--- config.mk ---
export PLATFORM = sky130hd
export DESIGN_NAME = result_display
export DESIGN_NICKNAME = d
export VERILOG_FILES = /design/src/rtl/result_display.sv
export SDC_FILE = /design/constraint.sdc
export NUM_CORES = 1
export LEC_CHECK = 0
export CORE_MARGIN = 3
export CORE_UTILIZATION = 40
export CTS_BUF_LIST = sky130_fd_sc_hd__clkbuf_8
export CTS_CLUSTER_DIAMETER = 200
export DETAILED_ROUTE_END_ITERATION = 10
export GPL_ROUTABILITY_DRIVEN = 1
export SYNTH_ARGS = -nofsm -noshare
export SYNTH_HDL_FRONTEND = slang
export SYNTH_SLANG_ARGS = --single-unit
--- constraint.sdc ---
create_clock -name CLK -period 3.05 [get_ports CLK]
set_clock_uncertainty 0.15 [all_clocks]
set_input_delay 0.4575 -clock CLK [delete_from_list [all_inputs] [get_ports CLK]]
set_output_delay 0.4575 -clock CLK [all_outputs]
set_load 0.01 [all_outputs]
--- src/rtl/result_display.sv ---
// rtl/result_display.sv - 16-bit binary to 5-digit BCD (serial double-dabble) with multiplexed 7-segment scan.
// Optional build macro: LEADING_ZERO_BLANK_EN blanks digits above the most significant nonzero digit.
module result_display #(
    parameter int SCAN_DIV = 1000
) (
    input  logic        CLK,
    input  logic        RST_N,
    input  logic        LOAD,
    input  logic [15:0] DATA,
    output logic        BUSY,
    output logic        VALID,
    output logic [19:0] BCD,
    output logic [6:0]  SEG,
    output logic [4:0]  AN
);

    localparam int DIV_W = (SCAN_DIV > 2) ? $clog2(SCAN_DIV) : 1;

    typedef enum logic [1:0] {
        S_IDLE,
        S_CONVERT,
        S_SHOW
    } state_t;

    state_t       r_state, w_state_nxt;
    logic [15:0]  r_shift, w_shift_nxt;
    logic [19:0]  r_scratch, w_scratch_nxt;
    logic [4:0]   r_cnt, w_cnt_nxt;
    logic [19:0]  r_bcd, w_bcd_nxt;
    logic         r_valid, w_valid_nxt;
    logic         r_busy, w_busy_nxt;
    logic [DIV_W-1:0] r_div, w_div_nxt;
    logic [2:0]   r_idx, w_idx_nxt;
    logic [6:0]   r_seg, w_seg_nxt;
    logic [4:0]   r_an, w_an_nxt;

    logic [19:0]  w_adj;
    logic [19:0]  w_scratch_shifted;
    logic         w_div_term;
    logic [3:0]   w_nib;
    logic         w_show;

    function automatic logic [6:0] seg_decode(input logic [3:0] d);
        logic [6:0] s;
        case (d)
            4'd0:    s = 7'b1000000;
            4'd1:    s = 7'b1111001;
            4'd2:    s = 7'b0100100;
            4'd3:    s = 7'b0110000;
            4'd4:    s = 7'b0011001;
            4'd5:    s = 7'b0010010;
            4'd6:    s = 7'b0000010;
            4'd7:    s = 7'b1111000;
            4'd8:    s = 7'b0000000;
            4'd9:    s = 7'b0010000;
            default: s = 7'h7F;
        endcase
        return s;
    endfunction

    // Add-3 correction on every nibble at once, ahead of the shift.
    always_comb begin
        w_adj = r_scratch;
        for (int i = 0; i < 5; i++) begin
            if (r_scratch[4*i +: 4] >= 4'd5) begin
                w_adj[4*i +: 4] = r_scratch[4*i +: 4] + 4'd3;
            end
        end
    end

    assign w_scratch_shifted = {w_adj[18:0], r_shift[15]};

    always_comb begin
        w_state_nxt   = r_state;
        w_shift_nxt   = r_shift;
        w_scratch_nxt = r_scratch;
        w_cnt_nxt     = r_cnt;
        w_bcd_nxt     = r_bcd;
        w_valid_nxt   = r_valid;
        w_busy_nxt    = r_busy;
        case (r_state)
            S_IDLE, S_SHOW: begin
                if (LOAD) begin
                    w_shift_nxt   = DATA;
                    w_scratch_nxt = 20'd0;
                    w_cnt_nxt     = 5'd16;
                    w_busy_nxt    = 1'b1;
                    w_state_nxt   = S_CONVERT;
                end
            end
            S_CONVERT: begin
                w_scratch_nxt = w_scratch_shifted;
                w_shift_nxt   = {r_shift[14:0], 1'b0};
                w_cnt_nxt     = r_cnt - 5'd1;
                if (r_cnt == 5'd1) begin
                    w_bcd_nxt   = w_scratch_shifted;
                    w_valid_nxt = 1'b1;
                    w_busy_nxt  = 1'b0;
                    w_state_nxt = S_SHOW;
                end
            end
            default: begin
                w_state_nxt = S_IDLE;
                w_busy_nxt  = 1'b0;
            end
        endcase
    end

    assign w_div_term = (r_div == DIV_W'(SCAN_DIV - 1));
    assign w_div_nxt  = w_div_term ? '0 : r_div + DIV_W'(1);

    always_comb begin
        w_idx_nxt = r_idx;
        if (w_div_term) begin
            w_idx_nxt = (r_idx == 3'd4) ? 3'd0 : r_idx + 3'd1;
        end
    end

    // Drive segments from next-cycle state so SEG/AN always match idx, BCD and VALID.
    always_comb begin
        case (w_idx_nxt)
            3'd0:    w_nib = w_bcd_nxt[3:0];
            3'd1:    w_nib = w_bcd_nxt[7:4];
            3'd2:    w_nib = w_bcd_nxt[11:8];
            3'd3:    w_nib = w_bcd_nxt[15:12];
            default: w_nib = w_bcd_nxt[19:16];
        endcase
    end

`ifdef LEADING_ZERO_BLANK_EN
    logic [4:0] w_nz;
    logic [4:0] w_keep;
    always_comb begin
        w_nz = 5'd0;
        for (int i = 0; i < 5; i++) begin
            w_nz[i] = (w_bcd_nxt[4*i +: 4] != 4'd0);
        end
    end
    assign w_keep = {w_nz[4], |w_nz[4:3], |w_nz[4:2], |w_nz[4:1], 1'b1};
    assign w_show = w_keep[w_idx_nxt];
`else
    assign w_show = 1'b1;
`endif

    always_comb begin
        w_an_nxt  = 5'b11111;
        w_seg_nxt = 7'h7F;
        if (w_valid_nxt && w_show) begin
            w_an_nxt  = ~(5'b00001 << w_idx_nxt);
            w_seg_nxt = seg_decode(w_nib);
        end
    end

    always_ff @(posedge CLK or negedge RST_N) begin
        if (!RST_N) begin
            r_state   <= S_IDLE;
            r_shift   <= 16'd0;
            r_scratch <= 20'd0;
            r_cnt     <= 5'd0;
            r_bcd     <= 20'd0;
            r_valid   <= 1'b0;
            r_busy    <= 1'b0;
            r_div     <= '0;
            r_idx     <= 3'd0;
            r_seg     <= 7'h7F;
            r_an      <= 5'b11111;
        end else begin
            r_state   <= w_state_nxt;
            r_shift   <= w_shift_nxt;
            r_scratch <= w_scratch_nxt;
            r_cnt     <= w_cnt_nxt;
            r_bcd     <= w_bcd_nxt;
            r_valid   <= w_valid_nxt;
            r_busy    <= w_busy_nxt;
            r_div     <= w_div_nxt;
            r_idx     <= w_idx_nxt;
            r_seg     <= w_seg_nxt;
            r_an      <= w_an_nxt;
        end
    end

    assign BUSY  = r_busy;
    assign VALID = r_valid;
    assign BCD   = r_bcd;
    assign SEG   = r_seg;
    assign AN    = r_an;

endmodule

# --- Word level (Yosys, flattened, before mapping) ---
# Memories as Yosys holds them, arrays and structs flattened.
# Index checks and enable logic that the tools add are counted.
classes:
  n_bitwise: 1
  n_eq_ne: 10
  n_reduce_logical: 6
  add_sub_neg: 8
  order_cmp: 5
  n_mux: 27
  shift: 1
op_table:
  columns: ["cell", "count"]
  rows:
  - ["20-bit two-way mux", 3]
  - ["20-bit case mux with 2 select lines", 1]
  - ["16-bit case mux with 2 select lines", 1]
  - ["4-bit by 3-bit greater-or-equal comparator with 1-bit output (second input constant)", 5]
  - ["4-bit by 2-bit adder with 4-bit output (second input constant)", 4]
  - ["16-bit two-way mux", 1]
  - ["4-bit two-way mux", 4]
  - ["4-bit case mux with 4 select lines", 1]
  - ["10-bit by 1-bit adder with 10-bit output (second input constant)", 1]
  - ["10-bit equality test (second input constant)", 1]
  - ["10-bit two-way mux", 1]
  - ["5-bit two-way mux", 2]
  - ["5-bit case mux with 2 select lines", 1]
  - ["3-bit two-way mux", 3]
  - ["7-bit two-way mux", 1]
  - ["3-bit by 2-bit equality test with 1-bit output (second input constant)", 2]
  - ["5-bit by 1-bit equality test with 1-bit output (second input constant)", 1]
  - ["5-bit NOT", 1]
  - ["1-bit by 3-bit left shift with 5-bit output (first input constant)", 1]
  - ["5-bit by 1-bit subtractor with 5-bit output (second input constant)", 1]
  - ["1-bit two-way mux", 4]
  - ["2-bit two-way mux", 2]
  - ["2-bit != test (second input constant)", 2]
  - ["2-bit case mux with 2 select lines", 1]
  - ["12 further kinds", 13]
totals:
  inputBits: 19
  mem_count: 1
  output_inout_bits: 34
  reg_bits: 90
  mem_bits_ro: 112
  elab_cells: 70
memory_table:
  columns: ["memory", "depth", "word_bits", "rd", "rd_ports_with_merged_regs", "write_ports", "line_no", "rtl"]
  rows:
  - ["(name not given)", 16, 7, 1, 0, 0, "45", "case (d)"]

# --- Logic depth before layout (Yosys ltp) ---
# An unclocked memory read counts as a cell.
logic_depth:
  depth_word: 7
  ltp_mapped: 15

# --- Least setup slack after synthesis ---
# Ideal clock, no wire load.
synth_path:
  kind: "register to register"
  startpoint: "register r_cnt[1]"
  endpoint: "register r_seg[5] (netlist: SEG[5])"
  t_arrival_ps: 2932
  synth_period_minus_slack_ps: 3166
  required_ps: 2817
  slack_ps: -116
  setup_ps: 83
  path_stages_with_launch: 14
  cell_sequence: "dfrtp_1 > inv_1 > ha_1 > or4b_4 > nand2b_4 > buf_6 > buf_6 > nand2_1 > o21ai_0 > mux4_2 > mux2i_1 > inv_1 > ha_1 > o32a_1"
synth_via:
  elab_chain_len: 6
  elab_cells_between_ends: 8
synth_lines:
  columns: ["element", "line_no", "rtl"]
  rows:
  - ["from (decl)", "28", "logic [4:0] r_cnt, w_cnt_nxt;"]
  - ["from (signal assigned)", "171", "r_cnt <= w_cnt_nxt;"]
  - ["5-bit by 1-bit equality test with 1-bit output", "95", "if (r_cnt == 5'd1) begin"]
  - ["20-bit two-way mux", "95", null]
  - ["20-bit two-way mux", "81", "case (r_state)"]
  - ["net w_bcd_nxt[12]", "29", "logic [19:0] r_bcd, w_bcd_nxt;"]
  - ["4-bit case mux with 4 select lines", "121", "case (w_idx_nxt)"]
  - ["memory 16 x 7 bit", null, null]
  - ["7-bit two-way mux", "148", "if (w_valid_nxt && w_show) begin"]
  - ["net w_seg_nxt[5]", "34", "logic [6:0] r_seg, w_seg_nxt;"]
  - ["to (signal assigned)", "177", "r_seg <= w_seg_nxt;"]
  - ["to (decl)", "34", null]
# The timed path passes the listed nets, and every way through them passes these cells.
# A chain may end at the register's enable or synchronous reset.

# --- Final worst setup path ---
layout_path:
  startpoint: "register r_cnt[1]"
  endpoint: "register r_seg[3] (netlist: SEG[3])"
# Same word-level chain as after synthesis.

==> out/results.ini <==
[clock_tree]
cts_root_buf=clkbuf_8
htree_levels=3
clk_latency_ps=370
clockBufferDepth=2
cts_tree=done
cts_made_buffers=9
cts.sinks=90
clk_pin_slew_ps=90

[drt]
vias_per_cell=5.31
drc_errors=0
final_antenna_net_count=0
routedWlPerCell_um=16.0
wl_mm=10.7
vias=3570
drt_iter0_markers=188
drt-pass1-iter-count=5

[die]
core_area_mm2=0.0106
chipHeight_um=112
start_util=0.421
fp.dieW_um=112
row_count=37
die-area_mm2=0.0125
io_pins=53

[synth]
ys_ff_latch=90
synthAdderAreaFrac=0.0560
ys_top_cells_by_area=dfrtp_1 (44%), dfstp_2 (7.1%), nand2_1 (6.9%)
synth_compound_area_frac=0.177
synth_warnings=0
synth-edff-count=0
syn-num-nets=477
yosys.area_share.simple=0.163
ys_types=57
async_flop_share=1.00
synth_top_area_frac=0.437
synth_xor_area_frac=0.0235
synth.top_cells.by_count=nand2_1 (82), dfrtp_1 (78), o21ai_0 (26)
yosysMostFrequentCell=nand2_1
synth_flop_cell=dfrtp_1
syn-cell-area_mm2=0.00447
ys_seq_area_frac=0.508
syn_avg_cell_area_um2=10.2
muxShareOfSynthArea=0.0356
synth_top_family_by_area=compound AO/OA/AOI/OAI gates
synth_cells=438
yosys.area.top_type=dfrtp_1

[place]
place_inst=644
dpl_worst_slack_ps=-44.9
port_buffers=52
dp_hpwl_mm=7.40
gp_congestion=0.796

[sta]
worstMarginPinSlew_ps=675
timing.final.crit_share=0.997
finalHoldViolations=0
grt_setup_unrepaired=yes
whs_ps=330
setup-violations-final=0
fin_ws_ps=10.6
layout_min_cycle_time_ps=3040
fmax_mhz=329
relSlewSlack=0.549
slew_viol_final=0

[final_layout]
finish.utilization=0.548
area_delta_synth_final_pct=30.1
finalNonFillerCells=672
num-fill-cells=927
nets=570
drive_above_1_share=0.211
seqCellArea_mm2=0.00227
antenna_cells=0
multiInputGateArea_mm2=0.00220

[power]
worst_ir_drop_vdd_mv=0.527
comb_power_share=0.507
swShare=0.398
power.leakage_nw=2.60
p_int_mw=3.42
seq_power_share=0.357
clockPowerShare=0.136
p_sw_mw=2.26
powerDensity_mw_per_mm2=976
total_power_mw=5.67

[worst_setup_path]
reg2reg_slack_ps=10
r2r_cells=13
slowest_stage=or4b_4
crit_fanout=8
worstSetupStartpointType=flip-flop
r2r_end=SEG[3]
critPathMaxStageDelay_ps=500
cp_common_cell=inv_2
cp_cell_sequence=inv_2 -> ha_4 -> or4b_4 -> nand2b_4 -> nand2_2 -> o21ai_2 -> mux4_2 -> mux2i_4 -> inv_2 -> ha_4 -> inv_2 -> mux2i_2 -> o22a_1
criticalPathCategory=reg -> reg
crit_start=r_cnt[1]
cp.arrival_ps=3180
critPathRequiredTime_ps=3190
timing.rr.start=r_cnt[1]
endpoint_kind=flip-flop

[hold_path]
hp-class=reg -> reg
holdCritStartpoint=r_shift[13]
min_to=r_shift[13]
hold_depth=2

[grt]
grt_max_degree=56
groute.usage.overall=0.174
antenna_found_initial=0
grt-ovfl-total=0
grt_pass1_vias=3566
grt_pass1_wl_mm=17.8

[flow_run]
maxCapViolCount=0

[outcome]
status=finished clean

[stage by stage]
step / area (µm²) / TNS, ps
final: 5810 / 0
after global routing: 5810 / -803
after CTS: 5630 / 0
after detailed placement: 5380 / -140
after global placement: 5380 / 0
after floorplan: 4500 / -1.49
[cells by family (layout without fill, tap and decap cells)]
logic type,after synthesis,in the layout
buffers and inverters,40,137
adder cells (fa/ha/maj),20,20
flip-flops,90,90
multiplexers,13,13
AO/OA/AOI/OAI,111,111
AND/OR/NAND/NOR,152,153
XOR/XNOR,12,12
[flip-flops by register name (all words and copies together), names as in the netlist]
signal	count
r_idx	3
r_scratch	20
r_shift	16
AN	5
r_div	10
SEG	7
r_cnt	5
r_state	2
VALID	1
BCD	20
BUSY	1
[power groups by stage]
| stage | Sequential, mW | Combinational [mW] | Clock (mW) |
|---|---|---|---|
| 6_report | 2.02 | 2.88 | 0.771 |
| 5_1_grt | 2.08 | 3.18 | 0.855 |
| 4_1_cts | 2.01 | 2.76 | 0.804 |
| 3_5_place_dp | 2.03 | 2.68 | 0 |
| 3_3_place_gp | 2.02 | 2.62 | 0 |
| 2_1_floorplan | 2.01 | 1.67 | 0 |
[cell type report]
type	count	area share
well taps	136	0.0293
inverters	23	0.0149
multi-input cells	309	0.379
repair buffers	98	0.156
clock buffers	9	0.0213
flip-flops and latches	90	0.390
clock inverters	7	0.00990
[repair_timing]
item	CTS	global route
gates resized for setup	8	31
endpoints found under the setup margin	6	7
endpoints found under the hold margin	23	0
pin swaps	5	12
buffers inserted	3	7
hold buffers	1	0
gates cloned	1	0
[how the worst max path moves through the flow]
stage	slack (ps)	endpoint	cells after the start
4_1_cts	2	SEG[6]	10
6_report	10	SEG[3]	13
5_1_grt	-150	SEG[3]	14
3_3_place_gp	20	SEG[5]	10
2_1_floorplan	-0.7	SEG[5]	13
3_5_place_dp	-40	SEG[6]	10
[critical path: cells and delay by family (launching register included)]
family	cells	cell delay, ps
AOI/OAI and AO/OA	2	250
buffers and inverters	3	230
DFF	1	390
and+or+nand+nor	3	830
muxes	3	820
adders and majority gates	2	280
[per-layer routing]
layer	vias up	part of all wire	track usage	routed length, µm
li1	1727	-	-	-
met1	1770	0.48	0.248	5160
met2	60	0.47	0.268	5070
met3	13	0.036	0.0375	384
met4	0	0.013	0.0519	136
met5	-	0	0	0
[layout by cell type (no fill, tap or decap), drive strengths merged, types with 2 or more instances in the layout]
cell type and n:
a211o 2, a211oi 2, a21oi 19, a22o 2, a22oi 15, a32o 5, and2 2, and3 3
buf 46, clkbuf 9, clkdlybuf4s50 51, dfrtp 78, dfstp 12, ha 20, inv 27, mux2 3
mux2i 8, mux4 2, nand2 83, nand2b 11, nand3 7, nand3b 2, nor2 19, nor2b 6
nor3 6, nor3b 8, o21a 2, o21ai 28, o22ai 7, o31ai 15, o32a 4, o41ai 2
xnor2 8, xor2 4
Power figures use the tool's default switching activity.
